===== config.mk =====
export PLATFORM = sky130hd
export DESIGN_NAME = motor_command_sequencer_flat
export DESIGN_NICKNAME = d
export VERILOG_FILES = /design/src/rtl/motor_command_sequencer_pkg.sv /design/src/rtl/motor_command_sequencer_if.sv /design/src/rtl/motor_command_sequencer_pwm_gen.sv /design/src/rtl/motor_command_sequencer.sv /design/src/flat_wrapper.sv
export SDC_FILE = /design/constraint.sdc
export NUM_CORES = 1
export LEC_CHECK = 0
export ABC_CLOCK_PERIOD_IN_PS = 5900
export BUFFER_PORTS_ARGS = -buffer_cell sky130_fd_sc_hd__clkbuf_2
export CAP_MARGIN = 20
export CORE_UTILIZATION = 51
export DETAILED_ROUTE_END_ITERATION = 8
export PLACE_DENSITY = 0.68
export SYNTH_ARGS = -nofsm -noshare
export SYNTH_HDL_FRONTEND = slang
export SYNTH_SLANG_ARGS = --single-unit

===== constraint.sdc =====
create_clock -name clk -period 5.9 [get_ports clk]
set_clock_uncertainty 0.15 [all_clocks]
set_input_delay 1.18 -clock clk [delete_from_list [all_inputs] [get_ports clk]]
set_output_delay 1.18 -clock clk [all_outputs]
set_load 0.01 [all_outputs]

===== src/rtl/motor_command_sequencer_pkg.sv =====
// Shared definitions for the motor sequencer: direction codes (common with tone
// detection), sequencer state encoding and small decode helpers.
package motor_command_sequencer_pkg;

    typedef enum logic [2:0] {
        DIR_STRAIGHT = 3'b000,
        DIR_LEFT     = 3'b001,
        DIR_RIGHT    = 3'b010,
        DIR_BACK     = 3'b011,
        DIR_STOP     = 3'b100
    } dir_code_e;

    typedef enum logic [2:0] {
        ST_IDLE,
        ST_DEADTIME,
        ST_TURN,
        ST_SPIN,
        ST_CRUISE
    } seq_state_e;

    // Every code with bit 2 set collapses to STOP so 100/101/110/111 never differ.
    function automatic dir_code_e normalize_dir(input logic [2:0] code);
        return code[2] ? DIR_STOP : dir_code_e'(code);
    endfunction

    function automatic seq_state_e manoeuvre_for(input dir_code_e code);
        case (code)
            DIR_LEFT, DIR_RIGHT: return ST_TURN;
            DIR_BACK:            return ST_SPIN;
            default:             return ST_CRUISE;
        endcase
    endfunction

endpackage


===== src/rtl/motor_command_sequencer_if.sv =====
// Command input and H-bridge drive signals of the motor sequencer.
interface motor_command_sequencer_if;
    logic [2:0] tdDIR;
    logic       motL_pwm;
    logic       motL_dir;
    logic       motR_pwm;
    logic       motR_dir;
    logic       busy;

    modport master (output tdDIR, input motL_pwm, motL_dir, motR_pwm, motR_dir, busy);
    modport slave  (input tdDIR, output motL_pwm, motL_dir, motR_pwm, motR_dir, busy);
endinterface


===== src/rtl/motor_command_sequencer_pwm_gen.sv =====
// Free-running PWM counter shared by both motors, with one duty compare and
// enable per motor.
module motor_command_sequencer_pwm_gen #(
    parameter  int PWM_PERIOD = 2500,
    localparam int CNT_W      = $clog2(PWM_PERIOD + 1)
) (
    input  logic             clk,
    input  logic             rst,
    input  logic             l_en,
    input  logic [CNT_W-1:0] l_duty,
    input  logic             r_en,
    input  logic [CNT_W-1:0] r_duty,
    output logic             l_pwm,
    output logic             r_pwm
);
    logic [CNT_W-1:0] cnt_q;
    logic [CNT_W-1:0] cnt_d;

    always_comb begin
        cnt_d = (cnt_q == CNT_W'(PWM_PERIOD - 1)) ? '0 : cnt_q + 1'b1;
    end

    always_ff @(posedge clk) begin
        if (rst) cnt_q <= '0;
        else     cnt_q <= cnt_d;
    end

    // Counter never reaches PWM_PERIOD, so a duty at or above it is constant high.
    assign l_pwm = l_en && (cnt_q < l_duty);
    assign r_pwm = r_en && (cnt_q < r_duty);

endmodule


===== src/rtl/motor_command_sequencer.sv =====
// Motor command sequencer: turns direction-code changes into timed manoeuvres
// (dead-time, pivot turn or spin, cruise) on the left/right H-bridges.
module motor_command_sequencer
    import motor_command_sequencer_pkg::*;
#(
    parameter int PWM_PERIOD  = 2500,
    parameter int DUTY_CRUISE = 1750,
    parameter int DUTY_TURN   = 1250,
    parameter int DEAD_CYCLES = 50_000,
    parameter int TURN_CYCLES = 25_000_000,
    parameter int BACK_CYCLES = 50_000_000
) (
    input  logic                     clk,
    input  logic                     rst,
    motor_command_sequencer_if.slave bus
);
    localparam int PWM_W   = $clog2(PWM_PERIOD + 1);
    localparam int TB_MAX  = (TURN_CYCLES > BACK_CYCLES) ? TURN_CYCLES : BACK_CYCLES;
    localparam int MAN_MAX = (TB_MAX > DEAD_CYCLES) ? TB_MAX : DEAD_CYCLES;
    localparam int MAN_W   = $clog2(MAN_MAX + 1);

    localparam logic [PWM_W-1:0] CRUISE_DUTY =
        PWM_W'((DUTY_CRUISE >= PWM_PERIOD) ? PWM_PERIOD : DUTY_CRUISE);
    localparam logic [PWM_W-1:0] TURN_DUTY =
        PWM_W'((DUTY_TURN >= PWM_PERIOD) ? PWM_PERIOD : DUTY_TURN);
    localparam logic [MAN_W-1:0] DEAD_LAST = MAN_W'(DEAD_CYCLES - 1);
    localparam logic [MAN_W-1:0] TURN_LAST = MAN_W'(TURN_CYCLES - 1);
    localparam logic [MAN_W-1:0] BACK_LAST = MAN_W'(BACK_CYCLES - 1);

    dir_code_e        cmd_q, cmd_d, last_cmd_q, last_cmd_d;
    dir_code_e        target_q, target_d, pending_q, pending_d;
    seq_state_e       state_q, state_d;
    logic             pending_valid_q, pending_valid_d;
    logic [MAN_W-1:0] man_cnt_q, man_cnt_d;
    logic             busy_q, busy_d, en_q, en_d;
    logic             l_dir_q, l_dir_d, r_dir_q, r_dir_d;
    logic [PWM_W-1:0] duty_q, duty_d;
    logic             cmd_event, man_done;
    logic             l_pwm, r_pwm;

    always_comb begin
        cmd_d           = normalize_dir(bus.tdDIR);
        last_cmd_d      = cmd_q;
        cmd_event       = (cmd_q != last_cmd_q);
        state_d         = state_q;
        target_d        = target_q;
        pending_valid_d = pending_valid_q;
        pending_d       = pending_q;
        man_cnt_d       = (man_cnt_q == '1) ? man_cnt_q : man_cnt_q + 1'b1;
        man_done        = 1'b0;

        case (state_q)
            ST_DEADTIME: man_done = (man_cnt_q == DEAD_LAST);
            ST_TURN:     man_done = (man_cnt_q == TURN_LAST);
            ST_SPIN:     man_done = (man_cnt_q == BACK_LAST);
            default:     man_done = 1'b0;
        endcase

        // A new command beats a manoeuvre ending in the same cycle.
        if (cmd_event && cmd_q == DIR_STOP) begin
            state_d         = ST_IDLE;
            pending_valid_d = 1'b0;
        end else if (cmd_event && (state_q == ST_TURN || state_q == ST_SPIN) && !man_done) begin
            pending_valid_d = 1'b1;
            pending_d       = cmd_q;
        end else if (cmd_event) begin
            state_d         = ST_DEADTIME;
            target_d        = cmd_q;
            pending_valid_d = 1'b0;
            man_cnt_d       = '0;
        end else if (man_done) begin
            man_cnt_d = '0;
            if (state_q == ST_DEADTIME) begin
                state_d = manoeuvre_for(target_q);
            end else if (pending_valid_q) begin
                state_d         = ST_DEADTIME;
                target_d        = pending_q;
                pending_valid_d = 1'b0;
            end else begin
                state_d = ST_CRUISE;
            end
        end

        busy_d  = (state_d == ST_DEADTIME) || (state_d == ST_TURN) || (state_d == ST_SPIN);
        l_dir_d = l_dir_q;
        r_dir_d = r_dir_q;
        en_d    = 1'b0;
        duty_d  = '0;
        case (state_d)
            ST_IDLE: begin
                l_dir_d = 1'b0;
                r_dir_d = 1'b0;
            end
            ST_TURN: begin
                l_dir_d = (target_d == DIR_RIGHT);
                r_dir_d = (target_d != DIR_RIGHT);
                en_d    = 1'b1;
                duty_d  = TURN_DUTY;
            end
            ST_SPIN: begin
                l_dir_d = 1'b0;
                r_dir_d = 1'b1;
                en_d    = 1'b1;
                duty_d  = TURN_DUTY;
            end
            ST_CRUISE: begin
                l_dir_d = 1'b1;
                r_dir_d = 1'b1;
                en_d    = 1'b1;
                duty_d  = CRUISE_DUTY;
            end
            default: ;
        endcase
    end

    always_ff @(posedge clk) begin
        if (rst) begin
            cmd_q           <= DIR_STOP;
            last_cmd_q      <= DIR_STOP;
            state_q         <= ST_IDLE;
            target_q        <= DIR_STOP;
            pending_valid_q <= 1'b0;
            pending_q       <= DIR_STOP;
            man_cnt_q       <= '0;
            busy_q          <= 1'b0;
            l_dir_q         <= 1'b0;
            r_dir_q         <= 1'b0;
            en_q            <= 1'b0;
            duty_q          <= '0;
        end else begin
            cmd_q           <= cmd_d;
            last_cmd_q      <= last_cmd_d;
            state_q         <= state_d;
            target_q        <= target_d;
            pending_valid_q <= pending_valid_d;
            pending_q       <= pending_d;
            man_cnt_q       <= man_cnt_d;
            busy_q          <= busy_d;
            l_dir_q         <= l_dir_d;
            r_dir_q         <= r_dir_d;
            en_q            <= en_d;
            duty_q          <= duty_d;
        end
    end

    motor_command_sequencer_pwm_gen #(.PWM_PERIOD(PWM_PERIOD)) u_pwm_gen (
        .clk    (clk),
        .rst    (rst),
        .l_en   (en_q),
        .l_duty (duty_q),
        .r_en   (en_q),
        .r_duty (duty_q),
        .l_pwm  (l_pwm),
        .r_pwm  (r_pwm)
    );

    assign bus.motL_pwm = l_pwm;
    assign bus.motR_pwm = r_pwm;
    assign bus.motL_dir = l_dir_q;
    assign bus.motR_dir = r_dir_q;
    assign bus.busy     = busy_q;

endmodule


===== src/flat_wrapper.sv =====
// flat-port wrapper written by rule: the top's interface ports become plain ports
module motor_command_sequencer_flat import motor_command_sequencer_pkg::*;
#(
    parameter int PWM_PERIOD  = 2500,
    parameter int DUTY_CRUISE = 1750,
    parameter int DUTY_TURN   = 1250,
    parameter int DEAD_CYCLES = 50_000,
    parameter int TURN_CYCLES = 25_000_000,
    parameter int BACK_CYCLES = 50_000_000
)
  (clk, rst, bus_tdDIR, bus_motL_pwm, bus_motL_dir, bus_motR_pwm, bus_motR_dir, bus_busy);
  motor_command_sequencer_if bus_i ();
  input  logic clk;
  input  logic rst;
  input wire logic [$bits(bus_i.tdDIR)-1:0] bus_tdDIR;
  output wire logic [$bits(bus_i.motL_pwm)-1:0] bus_motL_pwm;
  output wire logic [$bits(bus_i.motL_dir)-1:0] bus_motL_dir;
  output wire logic [$bits(bus_i.motR_pwm)-1:0] bus_motR_pwm;
  output wire logic [$bits(bus_i.motR_dir)-1:0] bus_motR_dir;
  output wire logic [$bits(bus_i.busy)-1:0] bus_busy;
  assign bus_i.tdDIR = bus_tdDIR;
  assign bus_motL_pwm = bus_i.motL_pwm;
  assign bus_motL_dir = bus_i.motL_dir;
  assign bus_motR_pwm = bus_i.motR_pwm;
  assign bus_motR_dir = bus_i.motR_dir;
  assign bus_busy = bus_i.busy;
  motor_command_sequencer #(.PWM_PERIOD(PWM_PERIOD), .DUTY_CRUISE(DUTY_CRUISE), .DUTY_TURN(DUTY_TURN), .DEAD_CYCLES(DEAD_CYCLES), .TURN_CYCLES(TURN_CYCLES), .BACK_CYCLES(BACK_CYCLES)) u_core (.clk(clk), .rst(rst), .bus(bus_i));
endmodule

======== Word-level counts from Yosys, hierarchy flattened ========
Cells that the tools add are included.
word-level totals
  word-level logic and storage cells ...... 88
  output and inout port bits .............. 5
  bits of input ports ..................... 5
  bits in registers ....................... 70
operators by class
  eq/ne operators ......................... 20
  $add $sub $neg .......................... 2
  reduce and logical (&&, ||, !) cells .... 22
  muxes and demuxes ....................... 28
  magnitude comparators ................... 1
  bitwise logic cells ..................... 1
operators by type and width
  operator                 number
  $mux W26                 5
  $eq A26 B26 Y1 const B   2
  $mux W3                  13
  $add A26 B1 Y26 const B  1
  $eq A26 B16 Y1 const B   1
  $eq A26 B25 Y1 const B   1
  $pmux W11 S2             1
  $eq A3 B2 Y1 const B     7
  $reduce_or A2 Y1         7
  $add A12 B1 Y12 const B  1
  $eq A12 B12 Y1 const B   1
  $lt A12 B12 Y1           1
  $eq A3 B1 Y1 const B     3
  $pmux W1 S3              3
  $reduce_bool A3 Y1       3
  $eq A3 B3 Y1 const B     2
  $pmux W3 S2              1
  $mux W1                  5
  $logic_and A1 B1 Y1      4
  $reduce_and A2 Y1        2
  $logic_not A3 Y1         1
  $logic_or A1 B1 Y1       3
  $ne A3 B1 Y1 const B     1
  $ne A3 B2 Y1 const B     1
  other kinds (4)          4

======== Longest topological paths before layout ========
Gate-level depths: netlist (run 1).
  depth in word-level cells ............... 11
  depth in mapped cells ................... 10
  mapped depth without buffers ............ 9

======== Hierarchy ========
A second synthesis (run 1) with hierarchy kept.
second synthesis, totals
  cell total of the unflattened synthesis .. 403
  area, all modules ....................... 3445.8 um^2
modules (own cells, without submodules)
  module                           instances  cells an instance  area an instance (um^2)  seq. area each (um^2)
  motor_command_sequencer          1          271                2377.3                   960.9
  motor_command_sequencer_pwm_gen  1          132                1068.5                   240.2

======== Least setup slack after synthesis (run 1) ========
No wires, ideal clock.
  kind .................................... flip-flop to flip-flop
  start ................................... reg u_core.man_cnt_q[4]
  end ..................................... reg u_core.l_dir_q, in the netlist u_core.bus.motL_dir
  setup time .............................. 0.079 ns
  stages on the path, launching flop included .. 10
  arrival time ............................ 3.017 ns
  slack ................................... 2.655 ns
  path buffers ............................ 1
  clock period less this slack ............ 3.245 ns
  required time ........................... 5.671 ns
  cells stage by stage .................... dfxtp_1 -> or3_1 -> or4_1 -> and2_0 -> or4b_1 -> buf_2 -> o31a_1 -> o221a_1 -> or4_1 -> o221ai_2
on the way
  longest elaborated chain between the ends .. 9
  elaborated cells between the ends (all ways) .. 22
  classes of those cells .................. eq/ne (7); mux (10); reduce/logical (5)
ends and longest elaborated chain
  item                                                      line                                                          RTL
  start, declared                                           motor_command_sequencer.sv:34                                 logic [MAN_W-1:0] man_cnt_q, man_cnt_d;
  start signal, assigned                                    motor_command_sequencer.sv:137                                man_cnt_q <= man_cnt_d;
  $eq A26 B26 Y1 (tied with other cells)                    motor_command_sequencer.sv:55                                 ST_SPIN: man_done = (man_cnt_q == BACK_LAST);
  $pmux W1 S3 *                                             motor_command_sequencer.sv:52                                 case (state_q)
  $mux W3 / $logic_not A1 Y1 (equally long branches)        motor_command_sequencer.sv:71, motor_command_sequencer.sv:63
  $mux W3 / $logic_and A1 B1 Y1 (equally long branches)     motor_command_sequencer.sv:66, motor_command_sequencer.sv:63
  $mux W3                                                   motor_command_sequencer.sv:63                                 end else if (cmd_event && (state_q == ST_TURN || state_q == ST_SPIN) && !man_done) begin
  $mux W3                                                   motor_command_sequencer.sv:60                                 if (cmd_event && cmd_q == DIR_STOP) begin
  $eq A3 B2 Y1 / $logic_not A3 Y1 (equally long branches)   motor_command_sequencer.sv:89                                 case (state_d)
  $reduce_or A2 Y1 (no source line)                         n/a
  $pmux W1 S3 / $reduce_bool A3 Y1 (equally long branches)  n/a
  end signal, assigned                                      motor_command_sequencer.sv:139                                l_dir_q <= l_dir_d;
  end, declared                                             motor_command_sequencer.sv:36                                 logic l_dir_q, l_dir_d, r_dir_q, r_dir_d;
Every way passes the cells marked *; elsewhere a longest branch is shown, timed or not.
A chain may end at the register's enable or synchronous reset.

======== Worst setup path in the final report (run 1) ========
  start ................................... reg u_core.state_q[1]
  end ..................................... reg u_core.l_dir_q, in the netlist u_core.bus.motL_dir
on the way
  longest elaborated chain between the ends .. 9
  elaborated cells between the ends (all ways) .. 26
  classes of those cells .................. eq/ne (7); mux (12); reduce/logical (7)
ends and longest elaborated chain
  item                                                      line                                                                                         RTL
  start, declared                                           motor_command_sequencer.sv:32                                                                seq_state_e state_q, state_d;
  start signal, assigned                                    motor_command_sequencer.sv:133                                                               state_q <= state_d;
  $eq A3 B2 Y1 / $eq A3 B1 Y1 (equally long branches)       motor_command_sequencer.sv:52, motor_command_sequencer.sv:63, motor_command_sequencer.sv:73
  $pmux W1 S3 (tied with other cells)                       motor_command_sequencer.sv:52
  $mux W3 (tied with other cells)                           motor_command_sequencer.sv:71                                                                end else if (man_done) begin
  $mux W3 / $logic_and A1 B1 Y1 (equally long branches)     motor_command_sequencer.sv:66, motor_command_sequencer.sv:63
  $mux W3                                                   motor_command_sequencer.sv:63
  $mux W3                                                   motor_command_sequencer.sv:60
  $eq A3 B2 Y1 / $logic_not A3 Y1 (equally long branches)   motor_command_sequencer.sv:89
  $reduce_or A2 Y1 (no source line)                         n/a
  $pmux W1 S3 / $reduce_bool A3 Y1 (equally long branches)  n/a
Parallel ways exist; a longest one is shown, timed or not.

==> results of run 1 <==
## layer usage
metal / part of all wire / track usage / vias up
met1: 0.50 / 0.286 / 1228
met2: 0.43 / 0.321 / 73
li1: - / - / 1364
met5: 0 / 0 / -
met3: 0.045 / 0.0477 / 12
met4: 0.023 / 0.116 / 0
## power by group
group	total (uW)	switching [uW]	internal, uW
logic	100	60.3	40.1
clock network	368	163	205
registers	440	13.9	426
## sequential cells by signal, summed over array words and instances (netlist names)
signal	cells
u_core.man_cnt_q	26
u_core.u_pwm_gen.cnt_q	12
u_core.cmd_q	3
u_core.duty_q	3
u_core.last_cmd_q	3
u_core.pending_q	3
u_core.state_q	3
u_core.target_q	3
u_core.bus.busy	1
u_core.bus.motL_dir	1
u_core.bus.motR_dir	1
u_core.en_q	1
u_core.pending_valid_q	1
## worst paths after layout
| check | from | end | slack [ps] |
|---|---|---|---|
| setup / recovery | u_core.state_q[1]$_SDFF_PP0_ | u_core.bus.motL_dir$_SDFFE_PP0P_ | 2450 |
| hold / removal | u_core.u_pwm_gen.cnt_q[0]$_SDFF_PP0_ | u_core.u_pwm_gen.cnt_q[0]$_SDFF_PP0_ | 300 |
| setup reg to reg | u_core.state_q[1]$_SDFF_PP0_ | u_core.bus.motL_dir$_SDFFE_PP0P_ | 2450 |
| hold reg to reg | u_core.u_pwm_gen.cnt_q[0]$_SDFF_PP0_ | u_core.u_pwm_gen.cnt_q[0]$_SDFF_PP0_ | 300 |
## area by class of cell
class	count	area, um2	area share
sequential	61	1220	0.355
clock buffer	12	145	0.0421
inverter	15	56.3	0.0163
clock inverter	4	47.5	0.0138
multi-input combinational	290	1820	0.529
tap	75	93.8	0.0272
timing repair buffer	11	60.1	0.0174
## logic make-up (layout without fill, tap and decap cells)
| logic type | Yosys count | in the layout |
|---|---|---|
| adders and majority gates | 9 | 9 |
| xor gates and xnor gates | 35 | 35 |
| AOI/OAI and AO/OA | 56 | 56 |
| muxes | 2 | 2 |
| DFF | 61 | 61 |
| buffers and inverters | 29 | 42 |
| and+or+nand+nor | 188 | 188 |
## per-stage QoR
| stage | util | area (um2) |
|---|---|---|
| after detailed placement | 0.546 | 3250 |
| final | 0.578 | 3440 |
| after global routing | 0.578 | 3440 |
| after global placement | 0.546 | 3250 |
| after floorplan | - | 3160 |
| after CTS | 0.578 | 3440 |
## layout by cell type, fill, tap and decap left out, drive strengths merged, types with 3 or more instances in the layout
cell / instances
xor2: 20
a22oi: 4
nand2b: 5
or2: 7
inv: 15
nor2: 63
nor4: 3
a21oi: 12
or3: 5
ha: 9
nand4: 12
nand4b: 3
a211oi: 3
nor3: 10
a211o: 3
clkbuf: 21
dfxtp: 61
or4: 4
and3: 11
and2: 3
o21ai: 11
or4b: 4
nand2: 24
nand3: 15
nor3b: 7
nor2b: 5
xnor2: 15
==> key figures, run 1 <==
Worst setup path
  – CP Buf/Inv Count: 0
  – CP cell instances: nor3b_1 -> nand4b_1 -> a311oi_1 -> or4b_1 -> o31a_1 -> o221a_1 -> or4_1 -> o221ai_2
  – Critical Path Stages: 8
  – Critical Path AT: roughly 3600 ps
  – CP peak stage delay: just over 600 ps
  – Crit path capture type: flip-flop
  – Setup Crit Path Kind: flip-flop to flip-flop
  – CP Max Fanout: 8
  – Startpoint types: flip-flop
  – Delay-heaviest family, CP: simple AND/OR/NAND/NOR gates
  – R2R depth: 8
  – Worst EP required: 6030 ps
  – Critical-path cell with the highest stage delay: or4b_1

Yosys
  – Yosys warns: 0
  – Yosys reg bits: 61
  – Synth unique cells: 55
  – Post-synth top flop: dfxtp_1
  – Largest family of logic cells by synthesized area: simple AND/OR/NAND/NOR gates
  – Most frequent cell after synthesis: nor2_1
  – Synth Area in Adders: 0.0357
  – Top cell type's share of synthesized area: 0.387
  – Synth area leaders: dfxtp_1, nor2_1, xor2_1, xnor2_1, ha_1
  – Simple-Gate Fraction of Synth Area: 0.311
  – Post-synthesis async set-or-reset flop share: 0
  – Post-Syn Instances: 380
  – Syn nets: 394
  – Sequential area share after synthesis: 0.387
  – Synth Cell Area: 0.00316 mm2
  – Cell taking the most area after synthesis: dfxtp_1
  – Mux contribution to synthesized area: 0.00634
  – Post-Synth XOR/XNOR Area: 0.0971
  – Mean area per synthesized cell: around 8.3 um2
  – Compound-Gate Fraction of Synth Area: 0.127
  – Post-synth EDFFs: 0
  – Most frequent cells after synthesis: nor2_1, dfxtp_1, nand2_1

CTS
  – Resized cells post-CTS: 0
  – CTS tree: yes
  – CTS max path bufs: 2
  – Skew-Pair Late Insertion Delay: about 350 ps
  – Hold-fix buffers at CTS: 0
  – CTS Buf Count: 9
  – Post-CTS Setup Bufs: 0
  – CTS Sinks: 61
  – Clock slew seen by the registers of the worst setup and hold paths: about 70 ps
  – H-tree depth: 3
  – Root Buffer: clkbuf_8

Timing
  – Fin crit share: 0.584
  – Setup-failing EPs final: 0
  – Hold Violations, Final: 0
  – Setup_tns: 0 ps
  – Relative slew slack: 0.397
  – Final min period: about 3400 ps
  – Achievable frequency: a little under 300 MHz
  – Worst Slack Setup Final: between 2000 and 2500 ps
  – Fin Hold WS: around 300 ps
  – RSZ-0062 raised after global routing: false
  – Final Slew Violations: 0
  – Worst-Margin Slew: about 900 ps

Run
  – # Max-Cap Violations: 0

Power and ir drop
  – Peak supply drop: between 0.15 and 0.2 mV
  – Leak Pwr: roughly 0.0013 uW
  – Final Power: a little over 900 uW
  – Pwr Density: 264 mW/mm2

Route
  – Vias: 2677
  – 1st-iter DRT viols: approximately 110
  – Vias per cell: between 5 and 6
  – Residual DRC: 0
  – Drt pass-1 iters: 4
  – Final WL: roughly 6400 um
  – Wire length per cell: roughly 14 um
  – Number of routed nets with antenna violations: 0

GRT
  – Pin count of the biggest net entering global routing: 27
  – Total Routing Usage GR: 0.215
  – Initial antenna violation count: 0
  – Vias in the first global route: roughly 2300
  – First-pass GRT wire length: 10700 um
  – Grt total ovfl: 0

Layout
  – Final std cells w/o fill: ~470
  – Layout cell share with drive strength beyond 1: 0.0916
  – ANT cells: 0
  – Fillcell total: between 500 and 600
  – Synthesis-to-layout area growth: 9.12%
  – Nets: 402

Die
  – Starting Density: 0.530
  – Die Area: ~0.0065 mm2
  – Num ports: 10
  – Core Area: 0.00596 mm2
  – Row count: 28
  – Die Wd: just over 80 um
  – Die H: slightly above 80 um

Placed design
  – DPL Wire Length: about 4500 um
  – Port Buf Inserts: 9
  – Setup Slack @ Placement: around 2500 ps
  – Placed cells: approximately 450
  – RePlAce Congestion: ~0.87

Min path
  – HP Class: flip-flop to flip-flop
  – Worst Hold Depth: 1

Run status
  – Outcome: completed
Note: power is estimated with default switching activity, not from simulation.
==> run 2, diff against run 1 <==
--- a/config.mk
+++ b/config.mk
@@ -5,7 +5,8 @@
 export SDC_FILE = /design/constraint.sdc
 export NUM_CORES = 1
 export LEC_CHECK = 0
-export ABC_CLOCK_PERIOD_IN_PS = 5900
+export ABC_AREA = 1
+export ABC_CLOCK_PERIOD_IN_PS = 3280
 export BUFFER_PORTS_ARGS = -buffer_cell sky130_fd_sc_hd__clkbuf_2
 export CAP_MARGIN = 20
 export CORE_UTILIZATION = 51
==> constraint.sdc (replaced) <==
create_clock -name clk -period 3.28 [get_ports clk]
set_clock_uncertainty 0.15 [all_clocks]
set_input_delay 0.656 -clock clk [delete_from_list [all_inputs] [get_ports clk]]
set_output_delay 0.656 -clock clk [all_outputs]
set_load 0.01 [all_outputs]
==> run 2 against run 1 <==
Effect of this change:
- combinational power grew 11%
- total power grew 69%
- via count grew 15%
- first-iteration DRC count grew 110%
- utilization grew 1.8 points
- routed wire length grew 13%
- non-clock buffer count is the same
- synthesized area grew 4.7%
- count of clock-buffer cells in the layout grew 1
- critical path type is now flip-flop to primary output
- cell count grew 24%
- register-to-register slack lost 1600 ps
- worst hold slack gained 7.2 ps
==> key figures, run 2 <==
Run status
  – Outcome: completed (unchanged)

Yosys
  – Post-synthesis async set-or-reset flop share: 0 (unchanged)
  – Sequential area share after synthesis: 0.370 (was 0.387)
  – Syn nets: 497 (was 394)
  – Yosys warns: 0 (unchanged)
  – Post-synth EDFFs: 0 (unchanged)
  – Most frequent cells after synthesis: nand2_1, nor2_1, inv_1 (was nor2_1, dfxtp_1, nand2_1)
  – Post-Syn Instances: 483 (was 380)
  – Mean area per synthesized cell: 6.84 um2 (was 8.31 um2)
  – Cell taking the most area after synthesis: dfxtp_1 (unchanged)
  – Synth Cell Area: 0.00330 mm2 (was 0.00316 mm2)
  – Top cell type's share of synthesized area: 0.370 (was 0.387)
  – Synth unique cells: 38 (was 55)
  – Most frequent cell after synthesis: nand2_1 (was nor2_1)
  – Synth area leaders: dfxtp_1, nand2_1, nor2_1, inv_1, a21oi_1 (was dfxtp_1, nor2_1, xor2_1, xnor2_1, ha_1)
  – Post-synth top flop: dfxtp_1 (unchanged)
  – Yosys reg bits: 61 (unchanged)

GRT
  – Vias in the first global route: 2744 (was 2344)
  – Pin count of the biggest net entering global routing: 27 (unchanged)
  – Grt total ovfl: 0 (unchanged)
  – First-pass GRT wire length: 12200 um (was 10700 um)
  – Initial antenna violation count: 0 (unchanged)
  – Total Routing Usage GR: 0.240 (was 0.215)

Die
  – Die H: 82.5 um (was 80.7 um)
  – Core Area: 0.00610 mm2 (was 0.00596 mm2)
  – Starting Density: 0.542 (was 0.530)
  – Row count: 28 (unchanged)
  – Die Wd: 82.5 um (was 80.7 um)
  – Num ports: 10 (unchanged)
  – Die Area: 0.00681 mm2 (was 0.00651 mm2)

Layout
  – Nets: 514 (was 402)
  – ANT cells: 0 (unchanged)
  – Util after Layout: 0.597 (was 0.578)
  – Commonest non-fill, non-tap cell in the layout: nand2_1 (was nor2_1)
  – Max reg flops: 26 (unchanged)
  – Synthesis-to-layout area growth: 10.1% (was 9.12%)
  – Most flops, register: u_core.man_cnt_q (unchanged)
  – Layout cell share with drive strength beyond 1: 0.119 (was 0.0916)
  – Biggest regs: u_core.man_cnt_q x26, u_core.u_pwm_gen.cnt_q x12 (unchanged)
  – Most frequent cells in the layout: nand2_1, nor2_1, inv_1 (was nor2_1, dfxtp_1, nand2_1)

Timing
  – Hold Violations, Final: 0 (unchanged)
  – Setup_tns: 0 ps (unchanged)
  – Final min period: 2730 ps
  – RSZ-0062 raised after global routing: false (unchanged)
  – Relative slew slack: 0.684 (was 0.397)
  – Setup-failing EPs final: 0 (unchanged)
  – Final Slew Violations: 0 (unchanged)
  – Worst-Margin Slew: 468 ps (was 903 ps)
  – Fin crit share: 0.832
  – Achievable frequency: approximately 370 MHz

Placed design
  – DPL Wire Length: 5450 um (was 4470 um)
  – Port Buf Inserts: 9 (unchanged)
  – RePlAce Congestion: 0.929 (was 0.869)

CTS
  – H-tree depth: 3 (unchanged)
  – CTS tree: yes (unchanged)
  – CTS max path bufs: 2 (unchanged)
  – Root Buffer: clkbuf_8 (unchanged)
  – Hold-fix buffers at CTS: 0 (unchanged)
  – Skew-Pair Late Insertion Delay: 340 ps (was 350 ps)
  – Resized cells post-CTS: 0 (unchanged)
  – Clock slew seen by the registers of the worst setup and hold paths: 70 ps (about the same)
  – CTS Sinks: 61 (unchanged)
  – Post-CTS Setup Bufs: 0 (unchanged)
  – CTS Buf Count: 9 (unchanged)

Worst setup path
  – R2R depth: 17 (was 8)
  – RR Startpoint: u_core.man_cnt_q[0]$_SDFF_PP0_ (was u_core.state_q[1]$_SDFF_PP0_)
  – Startpoint types: flip-flop (unchanged)
  – Worst EP required: 2470 ps (was 6030 ps)
  – Setup Crit Path Kind: flip-flop to primary output (was flip-flop to flip-flop)
  – Crit path capture type: primary output (was flip-flop)
  – Critical Path Sink: bus_motL_pwm (was u_core.bus.motL_dir$_SDFFE_PP0P_)
  – Critical Path AT: 1920 ps (was 3570 ps)
  – End of the worst register-to-register path: u_core.bus.motL_dir$_SDFFE_PP0P_ (unchanged)
  – Flop2flop setup slack: 870 ps (was 2450 ps)
  – Worst setup path start: u_core.duty_q[5]$_SDFF_PP0_ (was u_core.state_q[1]$_SDFF_PP0_)
  – CP Max Fanout: 2 (was 8)

Min path
  – Worst Hold Depth: 2 (was 1)
  – HP Class: flip-flop to flip-flop (unchanged)

Route
  – Number of routed nets with antenna violations: 0 (unchanged)
  – Drt pass-1 iters: 5 (was 4)
  – Vias: 3069 (was 2677)
  – Vias per cell: 5.29 (was 5.72)
  – Final WL: 7210 um (was 6410 um)
  – Residual DRC: 0 (unchanged)
  – 1st-iter DRT viols: 223 (was 108)
  – Wire length per cell: 12.4 um (was 13.7 um)

Power and ir drop
  – Logic pwr share: 0.072 (was 0.111)
  – Leak Pwr: 0.00145 uW (was 0.00126 uW)
  – Total internal power: 1150 uW (was 672 uW)
  – Sw Ratio: 0.253 (was 0.261)
  – Peak supply drop: 0.336 mV (was 0.173 mV)
  – Pwr Density: 423 mW/mm2 (was 264 mW/mm2)
  – Flop pwr share: 0.502 (was 0.485)
  – Clock share of power: 0.425 (was 0.405)
  – Sw power: 389 uW (was 237 uW)

Run
  – # Max-Cap Violations: 0 (unchanged)
[run 2: cell types whose count changed in the layout (fill, tap and decap cells not counted), moves of 8 or more]
cell and change:
a21oi_1 +19, nand3_1 +12, nand2_1 +77, and3_1 -11, xnor2_1 -9, inv_1 +48
nor2_1 +11, nor3_1 +8
[run 2: through the flow]
step                      cell area (um2)  setup WS, ps  hold slack [ps]  total power [uW]  cells
final                                3640           551              303              1540    580
after global placement               3440           917              293               899    564
after floorplan                      3300           860              273               872    483
after CTS                            3640           529              308              1550    580
after detailed placement             3440           895              300               901    564
after global routing                 3640           444              325              1600    580
[run 2: how the worst min path moves through the flow]
stage / startpoint / end / slack, ps
final: u_core.pending_q[1]$_SDFFE_PP0P_ / u_core.pending_q[1]$_SDFFE_PP0P_ / 300
after global routing: u_core.pending_q[1]$_SDFFE_PP0P_ / u_core.pending_q[1]$_SDFFE_PP0P_ / 330
after CTS: u_core.pending_q[1]$_SDFFE_PP0P_ / u_core.pending_q[1]$_SDFFE_PP0P_ / 310
after detailed placement: u_core.pending_q[1]$_SDFFE_PP0P_ / u_core.pending_q[1]$_SDFFE_PP0P_ / 300
after global placement: u_core.pending_q[1]$_SDFFE_PP0P_ / u_core.pending_q[1]$_SDFFE_PP0P_ / 290
after floorplan: u_core.pending_q[2]$_SDFFE_PP1P_ / u_core.pending_q[2]$_SDFFE_PP1P_ / 270
[run 2: logic make-up (layout without fill, tap and decap cells)]
family,Yosys count,count (layout),synth area share
fa+ha+maj,9,9,0.0341
buf+inv,76,98,0.0890
simple gates,264,264,0.363
xor+xnor,20,20,0.0530
flops,61,61,0.370
compound gates,53,53,0.0916
[run 2: layer usage]
metal,global-route usage,wire (um),up-vias
met2,0.379,3310,81
met5,0,0,-
met3,0.0407,371,11
met1,0.321,3400,1393
li1,-,-,1584
met4,0.109,131,0
[run 2: area by class of cell]
| class | instances | area [um2] |
|---|---|---|
| clock buffer | 13 | 179 |
| timing repair buffer | 11 | 60.1 |
| sequential | 61 | 1220 |
| multi-input combinational | 346 | 1800 |
| tap | 75 | 93.8 |
| fill | 610 | 2460 |
| clock inverter | 3 | 17.5 |
| inverter | 71 | 269 |
[run 2: worst max-delay path, cell delays in order, from the launching register on]
cell      delay (ps)
dfxtp_1          310
inv_1             40
ha_1             280
a21oi_1          130
nor2_1            50
o21a_1           160
o31ai_1          190
nand3_1          100
a21oi_1          170
clkbuf_2         160
[run 2: power groups by stage]
stage | combinational, uW | clock, uW | sequential [uW]
2_1_floorplan | 85.4 | 0 | 787
3_3_place_gp | 110 | 0 | 789
3_5_place_dp | 111 | 0 | 790
4_1_cts | 111 | 668 | 773
5_1_grt | 128 | 698 | 775
6_report | 111 | 654 | 773
==> run 3, diff against run 2 <==
--- a/config.mk
+++ b/config.mk
@@ -5,8 +5,8 @@
 export SDC_FILE = /design/constraint.sdc
 export NUM_CORES = 1
 export LEC_CHECK = 0
-export ABC_AREA = 1
-export ABC_CLOCK_PERIOD_IN_PS = 3280
+export ABC_AREA = 0
+export ABC_CLOCK_PERIOD_IN_PS = 2800
 export BUFFER_PORTS_ARGS = -buffer_cell sky130_fd_sc_hd__clkbuf_2
 export CAP_MARGIN = 20
 export CORE_UTILIZATION = 51
==> constraint.sdc (replaced) <==
create_clock -name clk -period 2.8 [get_ports clk]
set_clock_uncertainty 0.15 [all_clocks]
set_input_delay 0.56 -clock clk [delete_from_list [all_inputs] [get_ports clk]]
set_output_delay 0.56 -clock clk [all_outputs]
set_load 0.01 [all_outputs]
==> run 3 against run 2 <==
Effect of this change:
- register-to-register slack worse by 1300 ps
- cell count shrank 7.4%
- the run now ends with setup timing left
- utilization is 9.3 points higher
- worst hold slack got worse by 40 ps
- critical endpoint is now u_core.bus.motL_dir$_SDFFE_PP0P_
- die area is 4.4% lower
==> key figures, run 3 (synthesis results as in run 1) <==
Worst setup path
  – CP cell instances: or3_4 -> or4_4 -> and2_4 -> or4b_4 -> buf_6 -> o31a_1 -> o221a_2 -> or4_4 -> o221ai_2 (was inv_1 -> ha_1 -> a21oi_1 -> nor2_1 -> o21a_1 -> o31ai_1 -> nand3_1 -> a21oi_1 -> clkbuf_2)
  – Worst EP required: 2920 ps (was 2470 ps)
  – Critical Path AT: 3320 ps (was 1920 ps)
  – Top cell by count, worst path: or4_4 (was a21oi_1)
  – Crit path capture type: flip-flop (was primary output)
  – Startpoint types: flip-flop (unchanged)
  – Delay-heaviest family, CP: simple AND/OR/NAND/NOR gates (was compound AO/OA/AOI/OAI gates)
  – CP peak stage delay: 530 ps (was 310 ps)
  – Critical-path cell with the highest stage delay: or4b_4 (was dfxtp_1)
  – CP Buf/Inv Count: 1 (was 2)
  – CP Max Fanout: 4 (was 2)
  – Flop2flop setup slack: -400 ps (was 870 ps)
  – Setup Crit Path Kind: flip-flop to flip-flop (was flip-flop to primary output)

GRT
  – Pin count of the biggest net entering global routing: 27 (unchanged)
  – Vias in the first global route: 2844 (was 2744)
  – Total Routing Usage GR: 0.254 (was 0.240)
  – First-pass GRT wire length: 12500 um (was 12200 um)
  – Initial antenna violation count: 0 (unchanged)
  – Grt total ovfl: 0 (unchanged)

Placed design
  – DPL Wire Length: 5280 um (was 5450 um)
  – Port Buf Inserts: 9 (unchanged)
  – RePlAce Congestion: 0.925 (was 0.929)

CTS
  – H-tree depth: 3 (unchanged)
  – Root Buffer: clkbuf_8 (unchanged)
  – CTS tree: yes (unchanged)
  – CTS Buf Count: 9 (unchanged)
  – CTS Sinks: 61 (unchanged)
  – CTS max path bufs: 2 (unchanged)
  – Skew-Pair Late Insertion Delay: 340 ps (about the same)
  – Hold-fix buffers at CTS: 0 (unchanged)
  – Clock slew seen by the registers of the worst setup and hold paths: 70 ps (about the same)

Power and ir drop
  – Logic pwr share: 0.149 (was 0.072)
  – Leak Pwr: 0.00166 uW (was 0.00145 uW)
  – Pwr Density: 516 mW/mm2 (was 423 mW/mm2)
  – Clock share of power: 0.417 (was 0.425)
  – Flop pwr share: 0.434 (was 0.502)
  – Total internal power: 1610 uW (was 1150 uW)
  – Sw Ratio: 0.243 (was 0.253)
  – Peak supply drop: 0.410 mV (was 0.336 mV)
  – Final Power: 2120 uW (was 1540 uW)
  – Sw power: 514 uW (was 389 uW)

Die
  – Die Area: 0.00651 mm2 (was 0.00681 mm2)
  – Die Wd: 80.7 um (was 82.5 um)
  – Starting Density: 0.530 (was 0.542)
  – Die H: 80.7 um (was 82.5 um)
  – Core Area: 0.00596 mm2 (was 0.00610 mm2)
  – Row count: 28 (unchanged)
  – Num ports: 10 (unchanged)

Timing
  – Relative slew slack: 0.560 (was 0.684)
  – Fin crit share: 1.14
  – Achievable frequency: between 300 and 400 MHz
  – RSZ-0062 raised after global routing: true (was false)
  – Final Slew Violations: 0 (unchanged)
  – Worst Slack Setup Final: -402 ps (was 551 ps)
  – Final min period: about 3200 ps
  – Worst-Margin Slew: 653 ps (was 468 ps)
  – Setup-failing EPs final: 8 (was 0)
  – Hold Violations, Final: 0 (unchanged)

Run status
  – Outcome: finished, violations left (was completed)
  – Failing checks: setup timing

Layout
  – Synthesis-to-layout area growth: 30.2% (was 10.1%)
  – Biggest regs: u_core.man_cnt_q x26, u_core.u_pwm_gen.cnt_q x12 (unchanged)
  – Most flops, register: u_core.man_cnt_q (unchanged)
  – Commonest non-fill, non-tap cell in the layout: buf_4 (was nand2_1)
  – Most frequent cells in the layout: buf_4, nor2_1, dfxtp_1 (was nand2_1, nor2_1, inv_1)
  – Layout cell share with drive strength beyond 1: 0.279 (was 0.119)
  – ANT cells: 0 (unchanged)
  – Util after Layout: 0.690 (was 0.597)
  – Max reg flops: 26 (unchanged)
  – Nets: 471 (was 514)

Route
  – Vias: 2924 (was 3069)
  – Vias per cell: 5.45 (was 5.29)
  – Drt pass-1 iters: 4 (was 5)
  – Residual DRC: 0 (unchanged)
  – Number of routed nets with antenna violations: 0 (unchanged)
  – Final WL: 7180 um (was 7210 um)
  – Wire length per cell: 13.4 um (was 12.4 um)
  – 1st-iter DRT viols: 151 (was 223)

Run
  – # Max-Cap Violations: 0 (unchanged)

Min path
  – HP Class: primary input to flip-flop (was flip-flop to flip-flop)
run 3: changes by cell type in the layout (fill, tap and decap cells not counted), moves of 8 or more:
cell / change
nand2_1: -77
dfxtp_1: -8
nor2_1: -12
nand3_1: -13
a21oi_1: -20
nor3_1: -8
buf_4: +66
inv_1: -48
xnor2_1: +9
and3_1: +11
dfxtp_2: +8
run 3: timing repair:
| item | in CTS | in global routing |
|---|---|---|
| gates resized for setup | 13 | 19 |
| setup buffers | 1 | 1 |
| endpoints found under the setup margin | 10 | 39 |
| pin swaps | 3 | 2 |
run 3: cell type report:
type	instances	area, um2
sequential	61	1230
timing repair buffer	80	598
inverter	15	56.3
multi-input combinational	290	1900
fill	492	1850
tap	75	93.8
clock buffer	13	159
clock inverter	3	67.6
run 3: routing by layer:
layer / track usage / routed length [um] / vias to the layer above
met5: 0 / 0 / -
met4: 0.120 / 140 / 0
met3: 0.0557 / 301 / 14
met2: 0.400 / 3260 / 53
met1: 0.327 / 3480 / 1348
li1: - / - / 1509
run 3: power by group through the flow:
| stage | clock [uW] | combinational [uW] | sequential (uW) |
|---|---|---|---|
| after floorplan | 0 | 169 | 938 |
| after global placement | 0 | 294 | 938 |
| final | 884 | 316 | 920 |
| after detailed placement | 0 | 297 | 939 |
| after global routing | 943 | 353 | 924 |
| after CTS | 905 | 308 | 920 |
run 3: through the flow:
step                      std cells  TNS (ps)  instance area (um2)  hold WS, ps  setup slack (ps)
final                           537     -1340                 4110          264              -402
after global placement          519     -1870                 3780          274              -461
after detailed placement        519     -1860                 3780          285              -474
after floorplan                 380      -725                 3170          263              -426
after CTS                       536     -1330                 4060          250              -394
after global routing            537     -2520                 4110          270              -452
run 3: path summary, 6_finish.rpt:
kind / from / endpoint / depth (start not counted)
max: u_core.man_cnt_q[13]$_SDFF_PP0_ / u_core.bus.motL_dir$_SDFFE_PP0P_ / 9
min: bus_tdDIR[0] / u_core.cmd_q[0]$_SDFF_PP0_ / 3
max reg2reg: u_core.man_cnt_q[13]$_SDFF_PP0_ / u_core.bus.motL_dir$_SDFFE_PP0P_ / 9
min reg2reg: u_core.u_pwm_gen.cnt_q[0]$_SDFF_PP0_ / u_core.u_pwm_gen.cnt_q[0]$_SDFF_PP0_ / 1
run 3: worst min-delay path, delay by kind of cell:
| kind | cells | cell delay (ps) |
|---|---|---|
| buf+inv | 2 | 120 |
| simple gates | 1 | 30 |
